## config.mk

```make
export PLATFORM = sky130hd
export DESIGN_NAME = mc_decoder
export DESIGN_NICKNAME = d
export VERILOG_FILES = /design/src/rtl/mc_decoder.sv
export SDC_FILE = /design/constraint.sdc
export NUM_CORES = 1
export LEC_CHECK = 0
export ABC_AREA = 1
export BUFFER_PORTS_ARGS = -buffer_cell sky130_fd_sc_hd__buf_2
export CAP_MARGIN = 20
export CORE_AREA = 2 2 39 41
export CTS_BUF_LIST = sky130_fd_sc_hd__clkbuf_8
export DETAILED_ROUTE_END_ITERATION = 10
export DIE_AREA = 0 0 41 43
export HOLD_SLACK_MARGIN = 0.1
export PLACE_DENSITY = 0.7
export SYNTH_ARGS = -nofsm -noshare
export SYNTH_HDL_FRONTEND = slang
export SYNTH_SLANG_ARGS = --single-unit
```

## constraint.sdc

```tcl
create_clock -name clk -period 1.3 [get_ports clk]
set_input_delay 0 -clock clk [delete_from_list [all_inputs] [get_ports clk]]
set_output_delay 0 -clock clk [all_outputs]
set_load 0.02 [all_outputs]
```

## src/rtl/mc_decoder.sv

```systemverilog
// mc_decoder: multicycle control unit for the ARM-subset processor.
// Moore main FSM sequencing fetch/decode/execute/memory/writeback, plus ALU and instruction decode.
`default_nettype none

module mc_decoder (
  input  logic       clk,
  input  logic       reset,
  input  logic [1:0] Op,
  input  logic [5:0] Funct,
  input  logic [3:0] Rd,
  output logic [3:0] state,
  output logic [1:0] FlagW,
  output logic       PCS,
  output logic       NextPC,
  output logic       RegW,
  output logic       MemW,
  output logic       IRWrite,
  output logic       AdrSrc,
  output logic [1:0] ResultSrc,
  output logic       ALUSrcA,
  output logic [1:0] ALUSrcB,
  output logic [1:0] ImmSrc,
  output logic [1:0] RegSrc,
  output logic [1:0] ALUControl
);

  typedef enum logic [3:0] {
    FETCH  = 4'd0,
    DECODE = 4'd1,
    MEMADR = 4'd2,
    MEMRD  = 4'd3,
    MEMWB  = 4'd4,
    MEMWR  = 4'd5,
    EXECR  = 4'd6,
    EXECI  = 4'd7,
    ALUWB  = 4'd8,
    BRANCH = 4'd9
  } state_t;

  state_t cur_state;
  state_t nxt_state;
  logic   alu_op;
  logic   branch;

  always_ff @(posedge clk or posedge reset) begin
    if (reset) cur_state <= FETCH;
    else       cur_state <= nxt_state;
  end

  always_comb begin
    nxt_state = FETCH;
    alu_op    = 1'b0;
    branch    = 1'b0;
    NextPC    = 1'b0;
    RegW      = 1'b0;
    MemW      = 1'b0;
    IRWrite   = 1'b0;
    AdrSrc    = 1'b0;
    ResultSrc = 2'b00;
    ALUSrcA   = 1'b0;
    ALUSrcB   = 2'b00;
    case (cur_state)
      FETCH: begin
        nxt_state = DECODE;
        IRWrite   = 1'b1;
        NextPC    = 1'b1;
        ALUSrcA   = 1'b1;
        ALUSrcB   = 2'b10;
        ResultSrc = 2'b10;
      end
      DECODE: begin
        ALUSrcA   = 1'b1;
        ALUSrcB   = 2'b10;
        ResultSrc = 2'b10;
        case (Op)
          2'b01:   nxt_state = MEMADR;
          2'b00:   nxt_state = Funct[5] ? EXECI : EXECR;
          2'b10:   nxt_state = BRANCH;
          default: nxt_state = FETCH;
        endcase
      end
      MEMADR: begin
        nxt_state = Funct[0] ? MEMRD : MEMWR;
        ALUSrcB   = 2'b01;
      end
      MEMRD: begin
        nxt_state = MEMWB;
        AdrSrc    = 1'b1;
      end
      MEMWB: begin
        ResultSrc = 2'b01;
        RegW      = 1'b1;
      end
      MEMWR: begin
        AdrSrc = 1'b1;
        MemW   = 1'b1;
      end
      EXECR: begin
        nxt_state = ALUWB;
        alu_op    = 1'b1;
      end
      EXECI: begin
        nxt_state = ALUWB;
        ALUSrcB   = 2'b01;
        alu_op    = 1'b1;
      end
      ALUWB: begin
        RegW = 1'b1;
      end
      BRANCH: begin
        ALUSrcB   = 2'b01;
        ResultSrc = 2'b10;
        branch    = 1'b1;
      end
      // Unused codes fall back to FETCH with every output low.
      default: nxt_state = FETCH;
    endcase
  end

  always_comb begin
    ALUControl = 2'b00;
    FlagW      = 2'b00;
    if (alu_op) begin
      case (Funct[4:1])
        4'b0100: begin ALUControl = 2'b00; FlagW = {Funct[0], Funct[0]}; end
        4'b0010: begin ALUControl = 2'b01; FlagW = {Funct[0], Funct[0]}; end
        4'b0000: begin ALUControl = 2'b10; FlagW = {Funct[0], 1'b0}; end
        4'b1100: begin ALUControl = 2'b11; FlagW = {Funct[0], 1'b0}; end
        default: begin ALUControl = 2'b00; FlagW = 2'b00; end
      endcase
    end
  end

  assign state  = cur_state;
  assign PCS    = (RegW && (Rd == 4'b1111)) || branch;
  assign ImmSrc = Op;
  assign RegSrc = {(Op == 2'b01), (Op == 2'b10)};

endmodule

`default_nettype wire

```

== Yosys cells after proc, flatten, opt, wreduce, memory -nomap -nowiden ==
Index checks and enable logic that the tools add are counted.

* Register bits: 4
* Input bits: 14
* Output and inout port bits: 23
* Logic and storage cells: 46

* Equal/unequal tests: 15
* Muxes and demuxes: 17
* Reductions and logical operators: 13

{| class="wikitable"
|+ Operators by type and width
! cell !! count
|-
| $eq 4x3->1 const B || 5
|-
| $pmux 4 s5 || 1
|-
| $eq 4x4->1 const B || 4
|-
| $eq 4x2->1 const B || 3
|-
| $pmux 2 s2 || 3
|-
| $pmux 4 s3 || 1
|-
| $reduce_or 2->1 || 6
|-
| $logic_not 4->1 || 2
|-
| $mux 1 || 8
|-
| $pmux 2 s3 || 1
|-
| $reduce_or 3->1 || 2
|-
| $eq 4x1->1 const B || 1
|-
| $mux 2 || 2
|-
| $mux 3 || 1
|-
| $eq 2x1->1 const B || 1
|-
| $eq 2x2->1 const B || 1
|-
| $logic_not 2->1 || 1
|-
| $logic_and 1x1->1 || 1
|-
| $logic_or 1x1->1 || 1
|}

== Depth between registers and ports, before layout ==
Gate-level depths: netlist of the first run.

* Depth in word-level cells: 5
* Mapped depth: 6
* Mapped depth without buffers: 6

== Worst setup path after synthesis of the first run ==
OpenSTA, ideal clock, no wires.

* Kind: register to output
* Start point: register cur_state[2], in the netlist state[2]
* End point: output port NextPC
* Arrival time: 1.239 ns
* Data required time: 1.300 ns
* Slack: 0.061 ns
* Stages on the path, launching flop included: 5
* Path buffers: 1
* Path through: dfrtp_1 inv_1 nand2_2 nor2_1 buf_4

* Cells in the longest elaborated chain, start to end: 2

{| class="wikitable"
|+ Ends and longest elaborated chain
! item !! line !! source
|-
| from (decl) || 40 || <nowiki>state_t cur_state;</nowiki>
|-
| from (signal assigned) || 47 || <nowiki>else cur_state <= nxt_state;</nowiki>
|-
| $logic_not 4->1 || - ||
|-
| $mux 1 || - ||
|-
| to (decl) || 14 || <nowiki>output logic NextPC,</nowiki>
|}

No other way between the ends.

== Final worst setup path of the first run ==
* Start point: register cur_state[2], in the netlist state[2]
* End point: output port ALUSrcB[0]

* Cells in the longest elaborated chain, start to end: 3

{| class="wikitable"
|+ Ends and longest elaborated chain
! item !! line !! source
|-
| $eq 4x4->1 (tied with other cells) || 62 || <nowiki>case (cur_state)</nowiki>
|-
| $reduce_or 3->1 (no line) or $reduce_or 2->1 (tied branches) || - ||
|-
| $pmux 2 s2 (*) || 62 ||
|-
| to (decl) || 21 || <nowiki>output logic [1:0] ALUSrcB,</nowiki>
|}

Mark *: on every way between the ends. The rest lies on a longest branch, timed or not.

==> results of run 1 <==
synth_stat cells:
cell type,number
nand2_1,27
nand3b_1,1
a21oi_1,3
nand4_1,2
o21ai_2,1
nand3_2,1
nor2_4,1
nor2_2,1
o22ai_1,2
nand3_1,2
nor2_1,11
buf_4,4
nand2_2,2
dfrtp_1,4
o21ai_0,1
inv_1,11
inv_2,3
path summary, 6_finish.rpt:
kind,startpoint,to,slack [ns],cells past startpoint
max in group asynchronous,reset,state[2]$_DFF_PP0_,0.90,3
hold / removal,Op[1],state[2]$_DFF_PP0_,0.11,4
setup reg to reg,state[2]$_DFF_PP0_,state[3]$_DFF_PP0_,0.30,5
hold reg to reg,state[0]$_DFF_PP0_,state[0]$_DFF_PP0_,0.54,1
min in group asynchronous,reset,state[3]$_DFF_PP0_,0.23,3
setup / recovery,state[2]$_DFF_PP0_,ALUSrcB[0],0.04,6
worst reg2reg max path, delay by kind of cell (launching register included):
| family | cells | cell delay (ns) |
|---|---|---|
| buf+inv | 1 | 0.13 |
| flops | 1 | 0.45 |
| simple gates | 4 | 0.37 |
power groups by stage:
stage	clock network (mW)	logic [mW]	registers, mW
floorplan	0	0.730	0.312
global placement	0	1.03	0.258
detailed placement	0	1.05	0.262
CTS	0.260	1.06	0.260
global route	0.270	1.34	0.286
finish	0.257	1.24	0.280
repair_timing:
action,CTS,global route
hold buffers,4,0
hold endpoints to repair,7,0
buffers inserted,0,4
gates resized for setup,0,16
endpoints found under the setup margin,0,5
cell families (layout without fill, tap and decap cells):
| logic type | after synthesis | count (layout) | share of synthesized area |
|---|---|---|---|
| buf+inv | 18 | 61 | 0.189 |
| compound gates | 7 | 7 | 0.0945 |
| simple gates | 48 | 48 | 0.487 |
| flops | 4 | 4 | 0.229 |
metrics by stage:
step / hold slack (ns) / util
after global placement: -0.114 / 0.439
final: 0.112 / 0.561
after detailed placement: -0.106 / 0.439
after global routing: 0.141 / 0.561
after floorplan: -0.234 / -
after CTS: 0.110 / 0.497
area by class of cell:
class / instances / area (um^2) / area share
repair buffers: 44 / 280 / 0.361
multi-input cells: 55 / 279 / 0.359
flip-flops and latches: 4 / 104 / 0.134
inverters: 14 / 52.6 / 0.0676
clock buffers: 3 / 41.3 / 0.0531
well taps: 16 / 20.0 / 0.0258
metal layers:
| layer | vias up | track usage | wire (um) |
|---|---|---|---|
| met3 | 6 | 0.0314 | 128 |
| met2 | 33 | 0.272 | 665 |
| li1 | 323 | - | - |
| met4 | 0 | 0.0800 | 35 |
| met5 | - | 0 | 0 |
| met1 | 275 | 0.159 | 520 |
==> results by group, run 1 <==
Timing
  • # setup viols final: 0
  • Crit path time final: approximately 1.3 ns
  • Least-Margin Pin Slew: around 0.19 ns
  • Max Clock Freq: 794 MHz
  • Setup tns final: 0 ns
  • RSZ-0062 raised after global routing: true
  • Final hold vios: 0
  • Period utilization: 0.969
  • Slew margin rel.: 0.875
  • Clock skew: 0.00227 ns
  • Final worst slack: 0.0401 ns
  • Slew Limit Fails: 0

Routing
  • Wire per inst: between 9 and 10 um
  • DRC viols: 0
  • Initial DRC count: 14
  • Router iterations before antenna repair: 4
  • Routed WL: ~1.4 mm
  • DR vias/cell: approximately 4.7
  • Routed Antenna Nets: 0
  • Vias: 637

Layout
  • Finished Cell Area: approximately 800 um^2
  • Layout cell share with drive strength beyond 1: 0.500
  • P&R area growth vs syn: 77.9%
  • Commonest non-fill, non-tap cell in the layout: buf_2
  • Largest register FFs: 4
  • Most frequent cells in the layout: 32 x buf_2, 23 x nand2_1, 11 x inv_1
  • Final instance count without filler cells: 136
  • Inserted Diodes: 0
  • Fin nets: ~140
  • FILL cells: between 100 and 150

Floorplan
  • Chip width: between 40 and 50 um
  • Io pins: 37
  • Core footprint: approximately 1400 um^2
  • Die H: 43 um
  • Starting density of the core: 0.316
  • Die area: 1760 um^2
  • Row cnt: 14

Worst setup path
  • Critical path type: flip-flop to output pin
  • CP max stage delay: between 0.4 and 0.5 ns
  • Crit path capture type: output pin
  • Worst-path cell chain: nor2_2, nand2_2, inv_1, nand2_1, nand3_1, buf_4
  • WP buf/inv: 2
  • Startpoint types: flip-flop
  • WP data required: 1.30 ns
  • Crit path arrival time: ~1.3 ns
  • Critical path's top delay family: flip-flops
  • CP max-delay cell: dfrtp_2
  • Crit-path max FO: 5

Place
  • Detail Placement HPWL: between 1 and 1.5 mm
  • Placed cell areas: roughly 610 um^2
  • Cell Count Post-Placement: about 130
  • GPL Wtd Cong: around 0.73
  • Number of port buffers: 36
  • Pre-CTS setup slack: 0.238 ns

Power and ir drop
  • Pwr per Cell Area: about 2300 nW/um^2
  • Part of the power in combinational logic: 0.697
  • Pint: about 840 uW
  • Clk pwr share: 0.145
  • Net Sw Frac: 0.527
  • Net Switching: a little over 900 uW
  • Leak Pwr: between 0.4 and 0.5 nW
  • Reg power frac: 0.158
  • Tot Pwr: between 1.5 and 2 mW
  • Maximum VDD drop: around 0.79 mV

Clock network
  • Skew-Pair Late Insertion Delay: roughly 0.21 ns
  • Num Clock Sinks: 4
  • CTS tree: done
  • Clk slew on worst S/H paths: ~0.03 ns
  • CTS Buf Count: 3
  • Clk root buf: clkbuf_8
  • H-tree levels: 1
  • Max Root-Sink Buffers: 2

Synth
  • Synthesized area: 437 um^2
  • Post-synth top area cell: nand2_1
  • Avg Inst Size Synth: between 5 and 6 um^2
  • Synth warn: 0
  • Synth area leaders: nand2_1 23%, dfrtp_1 23%, inv_1 9.5%, nor2_1 9.5%, buf_4 6.9%
  • Synth top area share: 0.232
  • Sequential share of the synthesized area: 0.229
  • Net Count, Synth: 91
  • Mapped Cells: between 70 and 80
  • Library cells used by synthesis: 17
  • Synth Register Bits: 4

Job
  • Number of max-cap violations: 0

Global route
  • Congestion Overflow GR: 0
  • Number of global-route vias before repair: between 400 and 500
  • GRT Util Overall: 0.155
  • Largest net degree at the start of global routing: 7
  • First-pass GRT wire length: about 1.8 mm
  • Initial antenna violation count: 0

Run status
  • Status: completed

Hold path
  • Hold Crit Class: input port to flip-flop
No activity file was read; power rests on OpenSTA's default activity.
==> run 2, diff against run 1 <==
--- a/config.mk
+++ b/config.mk
@@ -13,7 +13,7 @@
 export DETAILED_ROUTE_END_ITERATION = 10
 export DIE_AREA = 0 0 41 43
 export HOLD_SLACK_MARGIN = 0.1
-export PLACE_DENSITY = 0.7
+export PLACE_DENSITY = 0.76
 export SYNTH_ARGS = -nofsm -noshare
 export SYNTH_HDL_FRONTEND = slang
 export SYNTH_SLANG_ARGS = --single-unit
==> results by group, run 2 (synthesis results as in run 1) <==
Run status
  • Status: completed (unchanged)

Global route
  • Congestion Overflow GR: 0 (unchanged)
  • GRT Util Overall: 0.150 (was 0.155)
  • Number of global-route vias before repair: 481 (was 484)
  • Initial antenna violation count: 0 (unchanged)
  • First-pass GRT wire length: 1.86 mm (was 1.85 mm)
  • Largest net degree at the start of global routing: 7 (unchanged)

Hold path
  • Hold Crit Class: input port to flip-flop (unchanged)
  • Hold Path End: state[2]$_DFF_PP0_ (unchanged)
  • Hold Path Cell Cnt: 4 (unchanged)
  • HP Start: Op[1] (unchanged)

Timing
  • Slew margin rel.: 0.879 (was 0.875)
  • Clock skew: 0.000234 ns (was 0.00227 ns)
  • Final hold vios: 0 (unchanged)
  • Period utilization: 0.958 (was 0.969)
  • Final worst slack: 0.0551 ns (was 0.0401 ns)
  • WHS: 0.106 ns (was 0.112 ns)
  • Slew Limit Fails: 0 (unchanged)
  • # setup viols final: 0 (unchanged)
  • Max Clock Freq: 803 MHz (was 794 MHz)
  • Crit path time final: 1.24 ns (was 1.26 ns)
  • Least-Margin Pin Slew: 0.179 ns (was 0.187 ns)

Clock network
  • CTS Buf Count: 3 (unchanged)
  • Clk slew on worst S/H paths: 0.03 ns (about the same)
  • Num Clock Sinks: 4 (unchanged)
  • CTS tree: done (unchanged)
  • Clk root buf: clkbuf_8 (unchanged)
  • H-tree levels: 1 (unchanged)
  • Max Root-Sink Buffers: 2 (unchanged)
  • Skew-Pair Late Insertion Delay: 0.22 ns (was 0.21 ns)

Power and ir drop
  • Maximum VDD drop: 0.950 mV (was 0.795 mV)
  • Pwr per Cell Area: 2230 nW/um^2 (was 2280 nW/um^2)
  • Leak Pwr: 0.466 nW (was 0.479 nW)
  • Tot Pwr: 1.68 mW (was 1.77 mW)

Floorplan
  • Row cnt: 14 (unchanged)
  • Chip width: 41 um (unchanged)
  • Die H: 43 um (unchanged)
  • Starting density of the core: 0.316 (unchanged)
  • Io pins: 37 (unchanged)
  • Die area: 1760 um^2 (unchanged)
  • Core footprint: 1380 um^2 (unchanged)

Layout
  • Layout cell share with drive strength beyond 1: 0.492 (was 0.500)
  • Largest register FFs: 4 (unchanged)
  • Most frequent cells in the layout: 31 x buf_2, 23 x nand2_1, 11 x inv_1 (was 32 x buf_2, 23 x nand2_1, 11 x inv_1)
  • Inserted Diodes: 0 (unchanged)
  • P&R area growth vs syn: 72.5% (was 77.9%)
  • Fin nets: 134 (was 136)
  • Commonest non-fill, non-tap cell in the layout: buf_2 (unchanged)
  • Finished Cell Area: 753 um^2 (was 777 um^2)

Worst setup path
  • R2R depth: 5 (unchanged)
  • Reg-to-reg critical path endpoint: state[1]$_DFF_PP0_ (was state[3]$_DFF_PP0_)
  • Startpoint types: flip-flop (unchanged)
  • Critical R2R Launch: state[2]$_DFF_PP0_ (unchanged)
  • WP data required: 1.30 ns (about the same)
  • Crit path capture type: output pin (unchanged)
  • R2R Setup Slk: 0.30 ns (about the same)
  • Crit-path max FO: 6 (was 5)
  • Critical path type: flip-flop to output pin (unchanged)
  • Crit path arrival time: 1.24 ns (was 1.26 ns)

Routing
  • Routed WL: 1.19 mm (was 1.35 mm)
  • Router iterations before antenna repair: 4 (unchanged)
  • DR vias/cell: 4.50 (was 4.68)
  • Initial DRC count: 5 (was 14)
  • Vias: 603 (was 637)
  • DRC viols: 0 (unchanged)
  • Wire per inst: 8.89 um (was 9.93 um)
  • Routed Antenna Nets: 0 (unchanged)

Place
  • GPL Wtd Cong: 0.685 (was 0.734)
  • Number of port buffers: 36 (unchanged)
  • Pre-CTS setup slack: 0.233 ns (was 0.238 ns)
  • Detail Placement HPWL: 964 um (was 1.01 mm)
  • Placed cell areas: 607 um^2 (unchanged)

Job
  • Number of max-cap violations: 0 (unchanged)
[run 2: final cells by class]
class,count,area (um^2)
Inverter,14,52.6
Fill cell,138,631
Multi-Input combinational cell,55,284
Sequential cell,4,104
Clock buffer,3,41.3
Timing Repair Buffer,42,251
Tap cell,16,20.0
[run 2: how the worst max path moves through the flow]
stage                             from  slack [ns]          to  depth (start not counted)
floorplan           state[2]$_DFF_PP0_        0.06      NextPC                          4
global route        state[2]$_DFF_PP0_     -0.0009  ALUSrcB[0]                          6
detailed placement  state[2]$_DFF_PP0_        0.23  ALUSrcB[0]                          6
global placement    state[3]$_DFF_PP0_        0.29    FlagW[1]                          6
CTS                 state[2]$_DFF_PP0_        0.02  ALUSrcB[0]                          6
finish              state[2]$_DFF_PP0_        0.06  ALUSrcB[0]                          4
[run 2: worst max-delay path, cell delays in order (launching register included)]
cell,delay (ns)
dfrtp_2,0.46
inv_1,0.12
nand4_1,0.17
nand3_1,0.13
buf_4,0.14
[run 2: stage by stage]
stage,utilization,cells,setup TNS (ns)
detailed placement,0.439,125,0
global placement,0.439,125,0
global route,0.544,134,-0.00163
finish,0.544,134,0
CTS,0.499,132,0
floorplan,-,77,0
[run 2: per-layer routing]
| layer | wire length, um | track usage | vias up | share of wire |
|---|---|---|---|---|
| li1 | - | - | 318 | - |
| met1 | 510 | 0.189 | 252 | 0.43 |
| met2 | 544 | 0.238 | 31 | 0.46 |
| met3 | 120 | 0.0157 | 2 | 0.10 |
| met4 | 17 | 0.0800 | 0 | 0.014 |
| met5 | 0 | 0 | - | 0 |
[run 2: power breakdown]
group          internal (mW)  switching, mW  total, mW
Clock                  0.197         0.0616      0.259
Sequential             0.185         0.0998      0.285
Combinational          0.396          0.741       1.14
Total                  0.778          0.903       1.68
[run 2: repair_timing]
action / CTS / global route
buffers inserted: 0 / 2
hold buffers: 4 / 0
pin swaps: 0 / 3
gates resized for setup: 1 / 16
cloned: 0 / 0
endpoints found under the hold margin: 8 / 0
endpoints found under the setup margin: 1 / 5
==> run 3, diff against run 2 <==
--- a/config.mk
+++ b/config.mk
@@ -9,7 +9,6 @@
 export BUFFER_PORTS_ARGS = -buffer_cell sky130_fd_sc_hd__buf_2
 export CAP_MARGIN = 20
 export CORE_AREA = 2 2 39 41
-export CTS_BUF_LIST = sky130_fd_sc_hd__clkbuf_8
 export DETAILED_ROUTE_END_ITERATION = 10
 export DIE_AREA = 0 0 41 43
 export HOLD_SLACK_MARGIN = 0.1
==> results by group, run 3 (synthesis results as in run 1) <==
Worst setup path
  • Crit-path max FO: 3 (was 6)
  • Critical R2R Launch: state[2]$_DFF_PP0_ (unchanged)
  • Crit path arrival time: 1.27 ns (was 1.24 ns)
  • Reg-to-reg critical path endpoint: state[1]$_DFF_PP0_ (unchanged)
  • Critical path type: flip-flop to output pin (unchanged)
  • WP data required: 1.30 ns (about the same)
  • Crit path capture type: output pin (unchanged)
  • R2R depth: 5 (unchanged)
  • R2R Setup Slk: 0.30 ns (about the same)
  • Startpoint types: flip-flop (unchanged)

Layout
  • Largest register FFs: 4 (unchanged)
  • Commonest non-fill, non-tap cell in the layout: buf_2 (unchanged)
  • Fin nets: 135 (was 134)
  • Multi-input logic area: 277 um^2 (was 284 um^2)
  • Sequential Area: 104 um^2 (unchanged)
  • FILL cells: 156 (was 138)
  • P&R area growth vs syn: 68.2% (was 72.5%)
  • Most frequent cells in the layout: 32 x buf_2, 26 x nand2_1, 10 x nor2_1, 10 x inv_1 (was 31 x buf_2, 23 x nand2_1, 11 x inv_1)
  • Layout cell share with drive strength beyond 1: 0.471 (was 0.492)
  • Inserted Diodes: 0 (unchanged)

Routing
  • Router iterations before antenna repair: 4 (unchanged)
  • DR vias/cell: 4.48 (was 4.50)
  • Initial DRC count: 7 (was 5)
  • Wire per inst: 9.14 um (was 8.89 um)
  • Routed WL: 1.23 mm (was 1.19 mm)
  • DRC viols: 0 (unchanged)
  • Routed Antenna Nets: 0 (unchanged)
  • Vias: 605 (was 603)

Place
  • GPL Wtd Cong: 0.685 (unchanged)
  • Detail Placement HPWL: 964 um (unchanged)
  • Number of port buffers: 36 (unchanged)
  • Pre-CTS setup slack: 0.233 ns (unchanged)

Timing
  • Slew margin rel.: 0.880 (was 0.879)
  • Max Clock Freq: 789 MHz (was 803 MHz)
  • Crit path time final: 1.27 ns (was 1.24 ns)
  • Clock skew: 0.000489 ns (was 0.000234 ns)
  • RSZ-0062 raised after global routing: true
  • Final hold vios: 0 (unchanged)
  • WHS: 0.182 ns (was 0.106 ns)
  • Slew Limit Fails: 0 (unchanged)
  • Period utilization: 0.975 (was 0.958)
  • # setup viols final: 0 (unchanged)
  • Final worst slack: 0.0320 ns (was 0.0551 ns)
  • Least-Margin Pin Slew: 0.178 ns (was 0.179 ns)

Clock network
  • Skew-Pair Late Insertion Delay: 0.23 ns (was 0.22 ns)
  • Clk root buf: clkbuf_4 (was clkbuf_8)
  • Num Clock Sinks: 4 (unchanged)
  • CTS tree: done (unchanged)
  • CTS Buf Count: 3 (unchanged)
  • Clk slew on worst S/H paths: 0.04 ns (was 0.03 ns)
  • H-tree levels: 1 (unchanged)
  • Max Root-Sink Buffers: 2 (unchanged)

Floorplan
  • Die area: 1760 um^2 (unchanged)
  • Die H: 43 um (unchanged)
  • Chip width: 41 um (unchanged)
  • Starting density of the core: 0.316 (unchanged)
  • Core footprint: 1380 um^2 (unchanged)
  • Io pins: 37 (unchanged)
  • Row cnt: 14 (unchanged)

Power and ir drop
  • Maximum VDD drop: 0.817 mV (was 0.950 mV)
  • Pwr per Cell Area: 2180 nW/um^2 (was 2230 nW/um^2)
  • Leak Pwr: 0.461 nW (was 0.466 nW)

Global route
  • Number of global-route vias before repair: 496 (was 481)
  • Initial antenna violation count: 0 (unchanged)
  • GRT Util Overall: 0.147 (was 0.150)
  • Largest net degree at the start of global routing: 7 (unchanged)
  • Congestion Overflow GR: 0 (unchanged)
  • First-pass GRT wire length: 1.85 mm (was 1.86 mm)

Run status
  • Status: completed (unchanged)

Job
  • Number of max-cap violations: 0 (unchanged)

Hold path
  • Hold Crit Class: input port to asynchronous set/reset pin (was input port to flip-flop)
-- run 3: changes by cell type in the layout (fill, tap and decap cells not counted), sizes merged --
cell | previous run | this run
dlygate4sd3 | 4 | 5
-- run 3: stage by stage --
| stage | setup TNS (ns) | util | area (um^2) | power (mW) | instances |
|---|---|---|---|---|---|
| after floorplan | 0 | - | 437 | 1.04 | 77 |
| after global placement | 0 | 0.439 | 607 | 1.29 | 125 |
| after detailed placement | 0 | 0.439 | 607 | 1.31 | 125 |
| after CTS | 0 | 0.494 | 683 | 1.49 | 133 |
| after global routing | -0.145 | 0.531 | 734 | 1.75 | 135 |
| final | 0 | 0.531 | 734 | 1.60 | 135 |
-- run 3: critical path: stages (launching register included) --
cell and delay [ns]:
dfrtp_1 0.40, buf_4 0.16, nor2_4 0.09, nand2_2 0.08, o22ai_1 0.13, buf_4 0.17
-- run 3: per-layer routing --
layer	GRT usage	vias to the layer above	wire (um)	share of wire
met2	0.244	31	587	0.48
met3	0	2	121	0.098
met1	0.182	252	509	0.41
met4	0.0800	0	16	0.013
met5	0	-	0	0
li1	-	320	-	-
-- run 3: report_power, final --
| group | internal (mW) | switching [mW] |
|---|---|---|
| Sequential | 0.185 | 0.0954 |
| Combinational | 0.412 | 0.755 |
| Clock | 0.103 | 0.0502 |
| Total | 0.701 | 0.901 |
-- run 3: worst max-delay path by stage --
stage / from / endpoint / slack, ns
global placement: state[3]$_DFF_PP0_ / FlagW[1] / 0.29
CTS: state[3]$_DFF_PP0_ / FlagW[1] / 0.005
detailed placement: state[2]$_DFF_PP0_ / ALUSrcB[0] / 0.23
floorplan: state[2]$_DFF_PP0_ / NextPC / 0.06
global route: state[3]$_DFF_PP0_ / AdrSrc / -0.05
finish: state[3]$_DFF_PP0_ / AdrSrc / 0.03
-- run 3: final cells by class --
class                           instances  area share
Tap cell                               16      0.0273
Clock buffer                            3      0.0307
Inverter                               14      0.0716
Multi-Input combinational cell         55       0.376
Sequential cell                         4       0.141
Timing Repair Buffer                   43       0.353
-- run 3: what timing repair did --
action / in CTS / in global routing
hold buffers: 5 / 0
resized for setup: 2 / 12
endpoints found under the setup margin: 1 / 5
endpoints found under the hold margin: 8 / 0
pin swaps: 0 / 1
buffers inserted: 0 / 2
